$ cat config.mk
export PLATFORM = sky130hd
export DESIGN_NAME = leaf_out_arbiter_flat
export DESIGN_NICKNAME = d
export VERILOG_FILES = /design/src/rtl/leaf_out_arbiter_if.sv /design/src/rtl/leaf_out_arbiter.sv /design/src/flat_wrapper.sv
export SDC_FILE = /design/constraint.sdc
export NUM_CORES = 1
export LEC_CHECK = 0
export ABC_AREA = 1
export CAP_MARGIN = 25
export CORE_MARGIN = 5
export CORE_UTILIZATION = 30
export CTS_CLUSTER_DIAMETER = 120
export CTS_CLUSTER_SIZE = 8
export DETAILED_ROUTE_END_ITERATION = 8
export GPL_ROUTABILITY_DRIVEN = 0
export HOLD_SLACK_MARGIN = 0.02
export PLACE_DENSITY = 0.7
export SYNTH_ARGS = -nofsm -noshare
export SYNTH_HDL_FRONTEND = slang
export SYNTH_SLANG_ARGS = --single-unit
$ cat constraint.sdc
create_clock -name clk -period 2.5 [get_ports clk]
set_input_delay 0.375 -clock clk [delete_from_list [all_inputs] [get_ports clk]]
set_output_delay 0.375 -clock clk [all_outputs]
set_load 0.03 [all_outputs]
$ cat src/rtl/leaf_out_arbiter_if.sv
// rtl/leaf_out_arbiter_if.sv - user-stream and interface-side signals of the leaf output arbiter
interface leaf_out_arbiter_if #(
  parameter int NUM_PORTS    = 4,
  parameter int PAYLOAD_BITS = 32,
  parameter int PORT_BITS    = 4
);
  logic                              pause;
  logic [NUM_PORTS*PAYLOAD_BITS-1:0] din_user;
  logic [NUM_PORTS-1:0]              vld_user;
  logic [NUM_PORTS-1:0]              ack_arb2user;
  logic [PAYLOAD_BITS-1:0]           dout_arb2intf;
  logic [PORT_BITS-1:0]              port_arb2intf;
  logic                              vld_arb2intf;
  logic                              ack_intf2arb;
  logic [PORT_BITS-1:0]              grant_port;
  logic                              busy;

  // master: the environment (user kernels and leaf interface); slave: the arbiter
  modport master (
    output pause, din_user, vld_user, ack_intf2arb,
    input  ack_arb2user, dout_arb2intf, port_arb2intf, vld_arb2intf, grant_port, busy
  );

  modport slave (
    input  pause, din_user, vld_user, ack_intf2arb,
    output ack_arb2user, dout_arb2intf, port_arb2intf, vld_arb2intf, grant_port, busy
  );
endinterface

$ cat src/rtl/leaf_out_arbiter.sv
// rtl/leaf_out_arbiter.sv - burst round-robin arbiter sharing one leaf output port among user streams
module leaf_out_arbiter #(
  parameter int NUM_PORTS    = 4,
  parameter int PAYLOAD_BITS = 32,
  parameter int PORT_BITS    = 4,
  parameter int BURST_LEN    = 8
) (
  input  logic              clk,
  input  logic              reset,
  leaf_out_arbiter_if.slave bus
);
  localparam int CNT_BITS = $clog2(BURST_LEN) + 1;

  typedef enum logic {IDLE, BURST} state_t;

  state_t                  state;
  logic [PORT_BITS-1:0]    grant_r;
  logic [PORT_BITS-1:0]    port_r;
  logic [PORT_BITS-1:0]    next_grant;
  logic [CNT_BITS-1:0]     beat_cnt;
  logic [PAYLOAD_BITS-1:0] dout_r;
  logic [PAYLOAD_BITS-1:0] g_word;
  logic                    vld_r;
  logic                    g_vld;
  logic                    any_vld;
  logic                    space;
  logic                    accept;
  logic [NUM_PORTS-1:0]    ack;

  always_comb begin
    g_vld  = 1'b0;
    g_word = '0;
    for (int i = 0; i < NUM_PORTS; i++) begin
      if (grant_r == PORT_BITS'(i)) begin
        g_vld  = bus.vld_user[i];
        g_word = bus.din_user[i*PAYLOAD_BITS +: PAYLOAD_BITS];
      end
    end
  end

  // Rotating priority: lowest requester above the last grant wins, else wrap to the lowest overall.
  always_comb begin
    logic                 found_hi;
    logic                 found_lo;
    logic [PORT_BITS-1:0] hi;
    logic [PORT_BITS-1:0] lo;
    found_hi = 1'b0;
    found_lo = 1'b0;
    hi       = grant_r;
    lo       = grant_r;
    for (int i = 0; i < NUM_PORTS; i++) begin
      if (bus.vld_user[i]) begin
        if (PORT_BITS'(i) > grant_r && !found_hi) begin
          hi       = PORT_BITS'(i);
          found_hi = 1'b1;
        end
        if (PORT_BITS'(i) <= grant_r && !found_lo) begin
          lo       = PORT_BITS'(i);
          found_lo = 1'b1;
        end
      end
    end
    next_grant = found_hi ? hi : lo;
  end

  assign any_vld = |bus.vld_user;
  assign space   = !vld_r || bus.ack_intf2arb;
  assign accept  = !reset && (state == BURST) && g_vld && space && !bus.pause;

  always_comb begin
    ack = '0;
    for (int i = 0; i < NUM_PORTS; i++) begin
      ack[i] = accept && (grant_r == PORT_BITS'(i));
    end
  end

  always_ff @(posedge clk) begin
    if (reset) begin
      state    <= IDLE;
      vld_r    <= 1'b0;
      dout_r   <= '0;
      port_r   <= '0;
      grant_r  <= PORT_BITS'(NUM_PORTS - 1);
      beat_cnt <= '0;
    end else begin
      if (accept) begin
        dout_r <= g_word;
        port_r <= grant_r;
        vld_r  <= 1'b1;
      end else if (bus.ack_intf2arb) begin
        vld_r  <= 1'b0;
      end

      case (state)
        IDLE: begin
          if (!bus.pause && any_vld) begin
            grant_r  <= next_grant;
            beat_cnt <= '0;
            state    <= BURST;
          end
        end
        BURST: begin
          if (accept) begin
            beat_cnt <= beat_cnt + CNT_BITS'(1);
            if (beat_cnt == CNT_BITS'(BURST_LEN - 1)) begin
              state <= IDLE;
            end
          end else if (!g_vld && !bus.pause) begin
            state <= IDLE;
          end
        end
        default: state <= IDLE;
      endcase
    end
  end

  assign bus.ack_arb2user  = ack;
  assign bus.dout_arb2intf = dout_r;
  assign bus.port_arb2intf = port_r;
  assign bus.vld_arb2intf  = vld_r;
  assign bus.grant_port    = grant_r;
  assign bus.busy          = (state == BURST) || vld_r;
endmodule

$ cat src/flat_wrapper.sv
// flat-port wrapper written by rule: the top's interface ports become plain ports
module leaf_out_arbiter_flat 
#(
  parameter int NUM_PORTS    = 4,
  parameter int PAYLOAD_BITS = 32,
  parameter int PORT_BITS    = 4,
  parameter int BURST_LEN    = 8
)
  (clk, reset, bus_pause, bus_din_user, bus_vld_user, bus_ack_intf2arb, bus_ack_arb2user, bus_dout_arb2intf, bus_port_arb2intf, bus_vld_arb2intf, bus_grant_port, bus_busy);
  leaf_out_arbiter_if #(.NUM_PORTS(NUM_PORTS), .PAYLOAD_BITS(PAYLOAD_BITS), .PORT_BITS(PORT_BITS)) bus_i ();
  input  logic clk;
  input  logic reset;
  input wire logic [$bits(bus_i.pause)-1:0] bus_pause;
  input wire logic [$bits(bus_i.din_user)-1:0] bus_din_user;
  input wire logic [$bits(bus_i.vld_user)-1:0] bus_vld_user;
  input wire logic [$bits(bus_i.ack_intf2arb)-1:0] bus_ack_intf2arb;
  output wire logic [$bits(bus_i.ack_arb2user)-1:0] bus_ack_arb2user;
  output wire logic [$bits(bus_i.dout_arb2intf)-1:0] bus_dout_arb2intf;
  output wire logic [$bits(bus_i.port_arb2intf)-1:0] bus_port_arb2intf;
  output wire logic [$bits(bus_i.vld_arb2intf)-1:0] bus_vld_arb2intf;
  output wire logic [$bits(bus_i.grant_port)-1:0] bus_grant_port;
  output wire logic [$bits(bus_i.busy)-1:0] bus_busy;
  assign bus_i.pause = bus_pause;
  assign bus_i.din_user = bus_din_user;
  assign bus_i.vld_user = bus_vld_user;
  assign bus_i.ack_intf2arb = bus_ack_intf2arb;
  assign bus_ack_arb2user = bus_i.ack_arb2user;
  assign bus_dout_arb2intf = bus_i.dout_arb2intf;
  assign bus_port_arb2intf = bus_i.port_arb2intf;
  assign bus_vld_arb2intf = bus_i.vld_arb2intf;
  assign bus_grant_port = bus_i.grant_port;
  assign bus_busy = bus_i.busy;
  leaf_out_arbiter #(.NUM_PORTS(NUM_PORTS), .PAYLOAD_BITS(PAYLOAD_BITS), .PORT_BITS(PORT_BITS), .BURST_LEN(BURST_LEN)) u_core (.clk(clk), .reset(reset), .bus(bus_i));
endmodule
# [Yosys cells after proc, flatten, opt, wreduce, memory -nomap -nowiden]
# Cells that the tools add are included.
[totals] input_bits=136 register_bits=46 out_inout_bits=46 word_cells=104
[op_classes] n_reduce_logical=33 add_sub_neg=1 n_eq_ne=6 bitwise=1 mux=49 order_cmp=8
[op_table] cell="32-bit 2-to-1 mux" count=4
[op_table] cell="4-bit 2-to-1 mux" count=19
[op_table] cell="1-bit 2-to-1 mux" count=24
[op_table] cell="1-bit logical AND" count=16
[op_table] cell="1-bit logical NOT" count=10
[op_table] cell="4-bit by 2-bit equality test with 1-bit output (second input constant)" count=2
[op_table] cell="1-bit by 4-bit greater-than comparator with 1-bit output (first input constant)" count=2
[op_table] cell="2-bit by 4-bit greater-than comparator with 1-bit output (first input constant)" count=2
[op_table] cell="1-bit by 4-bit less-or-equal comparator with 1-bit output (first input constant)" count=2
[op_table] cell="2-bit by 4-bit less-or-equal comparator with 1-bit output (first input constant)" count=2
[op_table] cell="4-bit case mux with 2 select lines" count=1
[op_table] cell="4-bit by 1-bit adder with 4-bit output (second input constant)" count=1
[op_table] cell="4-bit by 1-bit equality test with 1-bit output (second input constant)" count=1
[op_table] cell="4-bit by 3-bit equality test with 1-bit output (second input constant)" count=1
[op_table] cell="4-bit logical NOT" count=1
[op_table] cell="2-bit AND reduction" count=2
[op_table] cell="4-bit OR reduction" count=1
[op_table] cell="1-bit logical OR" count=2
[op_table] cell="2-bit by 1-bit != test with 1-bit output (second input constant)" count=1
[op_table] cell="2-bit != test (second input constant)" count=1
[op_table] cell="1-bit case mux with 2 select lines" count=1
[op_table] cell="2-bit nonzero test" count=1
[op_table] cell="1-bit NOT" count=1

# [Longest topological paths before layout]
[logic_depth] word_depth=16 ltp_mapped=11 ltp_nobuf=10

# [Worst setup path after synthesis]
# No wires, ideal clock.
[synth_timing] path_type="register -> output" from="register u_core.grant_r[0], in the netlist u_core.bus.grant_port[0]" to="output port bus_ack_arb2user[2]" setup_slack_ps=92 path_buffers=2 path_stages_with_launch=10 required_time_ps=2125 t_arrival_ps=2033 path_cell_list="dfxtp_1 -> buf_6 -> nor2_1 -> nand2_2 -> inv_2 -> nand2_1 -> nand3_2 -> nand3_4 -> buf_4 -> nor3_1"
[synth_via] elab_chain_cells=9 word_cells_on_any_way=12 classes_between="eq/ne (3); mux (4); reduce/logical (5)"
[synth_lines] item="from (decl)" line="leaf_out_arbiter.sv:17" source="logic [PORT_BITS-1:0] grant_r;"
[synth_lines] item="from (signal assigned)" line="leaf_out_arbiter.sv:83" source="grant_r <= PORT_BITS'(NUM_PORTS - 1);"
[synth_lines] item="from (signal assigned)" line="leaf_out_arbiter.sv:97" source="grant_r <= next_grant;"
[synth_lines] item="4-bit logical NOT" line="leaf_out_arbiter.sv:34" source="if (grant_r == PORT_BITS'(i)) begin"
[synth_lines] item="1-bit 2-to-1 mux (4 in series)" line="leaf_out_arbiter.sv:34"
[synth_lines] item="1-bit logical AND (3 in series)" line="leaf_out_arbiter.sv:68" source="assign accept = !reset && (state == BURST) && g_vld && space && !bus.pause;"
[synth_lines] item="1-bit logical AND (*)" line="leaf_out_arbiter.sv:73" source="ack[i] = accept && (grant_r == PORT_BITS'(i));"
[synth_lines] item="to (decl)" line="flat_wrapper.sv:17" source="output wire logic [$bits(bus_i.ack_arb2user)-1:0] bus_ack_arb2user;"
# Every way passes the cells marked *; elsewhere a longest branch is shown, timed or not.

# [Final worst setup path]
[layout_timing] from="register u_core.grant_r[1], in the netlist u_core.bus.grant_port[1]" to="output port bus_ack_arb2user[2]"
# The elaborated chain is that of the path after synthesis.

==> reports/qor.yml <==
die_h_um: 104
hold_viol_final: 0
htree_levels: 2
fin_cells: 718
cts_root_buf: "clkbuf_8"
start_util_pct: 30.7
grt_first_pass_wirelength_um: 16600
route.detailed.drc: 0
layout-drive-gt1-share_pct: 5.57
postCtsHoldBufs: 0
reg2reg_depth: 10
syn_nets: 573
fmax_ghz: 0.434
grt.overflow.total: 0
period_needed_ps: 2300
required_ps: 2120
max_slew.worst_pin.slew_ps: 431
power-per-cell-area_nw_per_um2: 422
num_rows: 34
min_path_cells: 3
syn_inst: 436
synthArstFlopShare_pct: 0
synth_common_cells: "nand2_1 (223), dfxtp_1 (46), a21oi_1 (41), nand4_1 (41), inv_1 (19)"
drt_wl_total_um: 10100
finClkSkew_ps: 10.4
utilization_pct: 53.6
ys_ff_latch: 46
die_x_um: 104
via_count: 3459
vdd_ir_drop_max_v: 0.000313
ys_types: 23
period_share_pct: 92.2
cts_tree: "built"
drv_slew: 0
timing.hold.ws_ps: 314
clockBufferDepth: 2
status: "complete, no violations"
synth-main-ff-cell: "dfxtp_1"
grt_max_degree: 45
wire_per_inst_um: 14.1
synth_seq_area_share_pct: 34.6
syn2layout_area_growth_pct: 74.5
port_buffers: 181
antenna_found_initial: 0
relSlewSlack_pct: 71.3
antenna-diode-count: 0
grt_util_all_layers_pct: 18.2
first_pass_iters: 4
ant_nets: 0
yosysWarnings: 0
synth_top_cell_area_share_pct: 34.6
detail_route.iter0.violations: 102
clkSinkCount: 46
worstSetupEndpointType: "output port"
post-place-cells: 710
cts_buffers: 5
grt_pass1_vias: 3455
startpoint_type: "flip-flop"
synth_edf_count: 0
maxCapViolations: 0
synth.avg_cell_area_um2: 6.11
synth_top_cells_by_area: "dfxtp_1 (35%), nand2_1 (31%), nand4_1 (9.6%)"
die-area_um2: 10900
fp.coreArea_um2: 8680
setup_viol: 0
leakagePower_nw: 1.80
p_total_w: 0.00196
synth_most_common_cell: "nand2_1"
dpl.hpwl_um: 7830
synth_top_area_cell: "dfxtp_1"
fin_setup_tns_ps: 0
hold_class: "input pin to flip-flop"
worstSkewPairLatency_ps: 300
critical_path_class: "flip-flop to output port"
crit_arrival_ps: 1930
crit_path_max_fanout: 44
io_pins: 182
viasPerCell: 4.82
rsz0062_at_grt: "no"
netlist_area_um2: 2670
num-nets-final: 746
path_clk_slew_ps: 80
==> per-layer routing <==
layer	wire length (um)	up-vias	part of all wire, %	global-route usage (%)
met5	0	-	0	0
met4	57	0	0.56	3.33
met3	979	6	9.7	7.32
met2	4940	159	49	31.7
met1	4150	1541	41	21.2
li1	-	1753	-	-
==> cells by family after synthesis <==
family,after synthesis,synth area share (%)
buffers and inverters,48,8.87
DFF,46,34.6
adders and majority gates,1,0.469
xor gates and xnor gates,2,0.657
and+or+nand+nor,295,47.2
AOI/OAI and AO/OA,44,8.26
==> layout by cell type (no fill, tap or decap), types with 3 or more instances in the layout <==
master | Yosys | routed
a21oi_1 | 41 | 41
buf_4 | 4 | 12
clkbuf_8 | 0 | 5
clkdlybuf4s50_1 | 0 | 176
dfxtp_1 | 46 | 45
inv_1 | 19 | 19
inv_2 | 3 | 3
nand2_1 | 223 | 223
nand3_1 | 10 | 10
nand4_1 | 41 | 41
nor2_1 | 11 | 9
nor2_2 | 2 | 3
nor3_1 | 4 | 4
o21ai_0 | 3 | 3
==> path summary, 6_finish.rpt <==
check                                         endpoint  slack, ps                                     start
max                                bus_ack_arb2user[2]        200     u_core.bus.grant_port[1]$_SDFFE_PP1P_
min              u_core.bus.grant_port[1]$_SDFFE_PP1P_        310                                     reset
max reg2reg  u_core.bus.dout_arb2intf[21]$_SDFFE_PP0P_        570     u_core.bus.grant_port[1]$_SDFFE_PP1P_
min reg2reg   u_core.bus.port_arb2intf[2]$_SDFFE_PP0P_        450  u_core.bus.port_arb2intf[2]$_SDFFE_PP0P_
==> power by group <==
part	total (W)	internal, W	switching (W)
clock network	0.000544	0.000298	0.000246
registers	0.000772	0.000753	0.0000185
logic	0.000647	0.000330	0.000317
total	0.00196	0.00138	0.000581
==> worst max-delay path, cell delays in order, from the launching register on <==
cell and delay, ps:
dfxtp_1 490, nor2_1 90, nand2_2 130, inv_2 50
nand2_1 80, nand3_2 160, nand3_4 100, buf_6 290
nor3_1 80, buf_4 180
==> layout make-up <==
class	instances	area (um2)
sequential	46	922
fill	877	4030
timing repair buffer	191	1880
clock buffer	6	72.6
tap	108	135
inverter	23	88.8
multi-input combinational	342	1520
clock inverter	2	37.5
==> state kept, by name, summed over array words and instances, names as in the netlist <==
| signal | count |
|---|---|
| u_core.state | 1 |
| u_core.bus.vld_arb2intf | 1 |
| u_core.beat_cnt | 4 |
| u_core.bus.dout_arb2intf | 32 |
| u_core.bus.port_arb2intf | 4 |
| u_core.bus.grant_port | 4 |
==> repair_timing <==
item | in CTS | in global routing
resized for setup | 2 | 2
buffers inserted | 0 | 0
cloned | 0 | 0
endpoints found under the setup margin | 2 | 1
pin swaps | 0 | 0
==> per-stage QoR <==
step,cell area [um2],setup slack (ps)
2_1_floorplan,2670,92.1
3_3_place_gp,4530,72.6
3_5_place_dp,4530,49.7
4_1_cts,4640,58.2
5_1_grt,4650,10.5
6_report,4650,195
(Power assumes the default switching activity.)
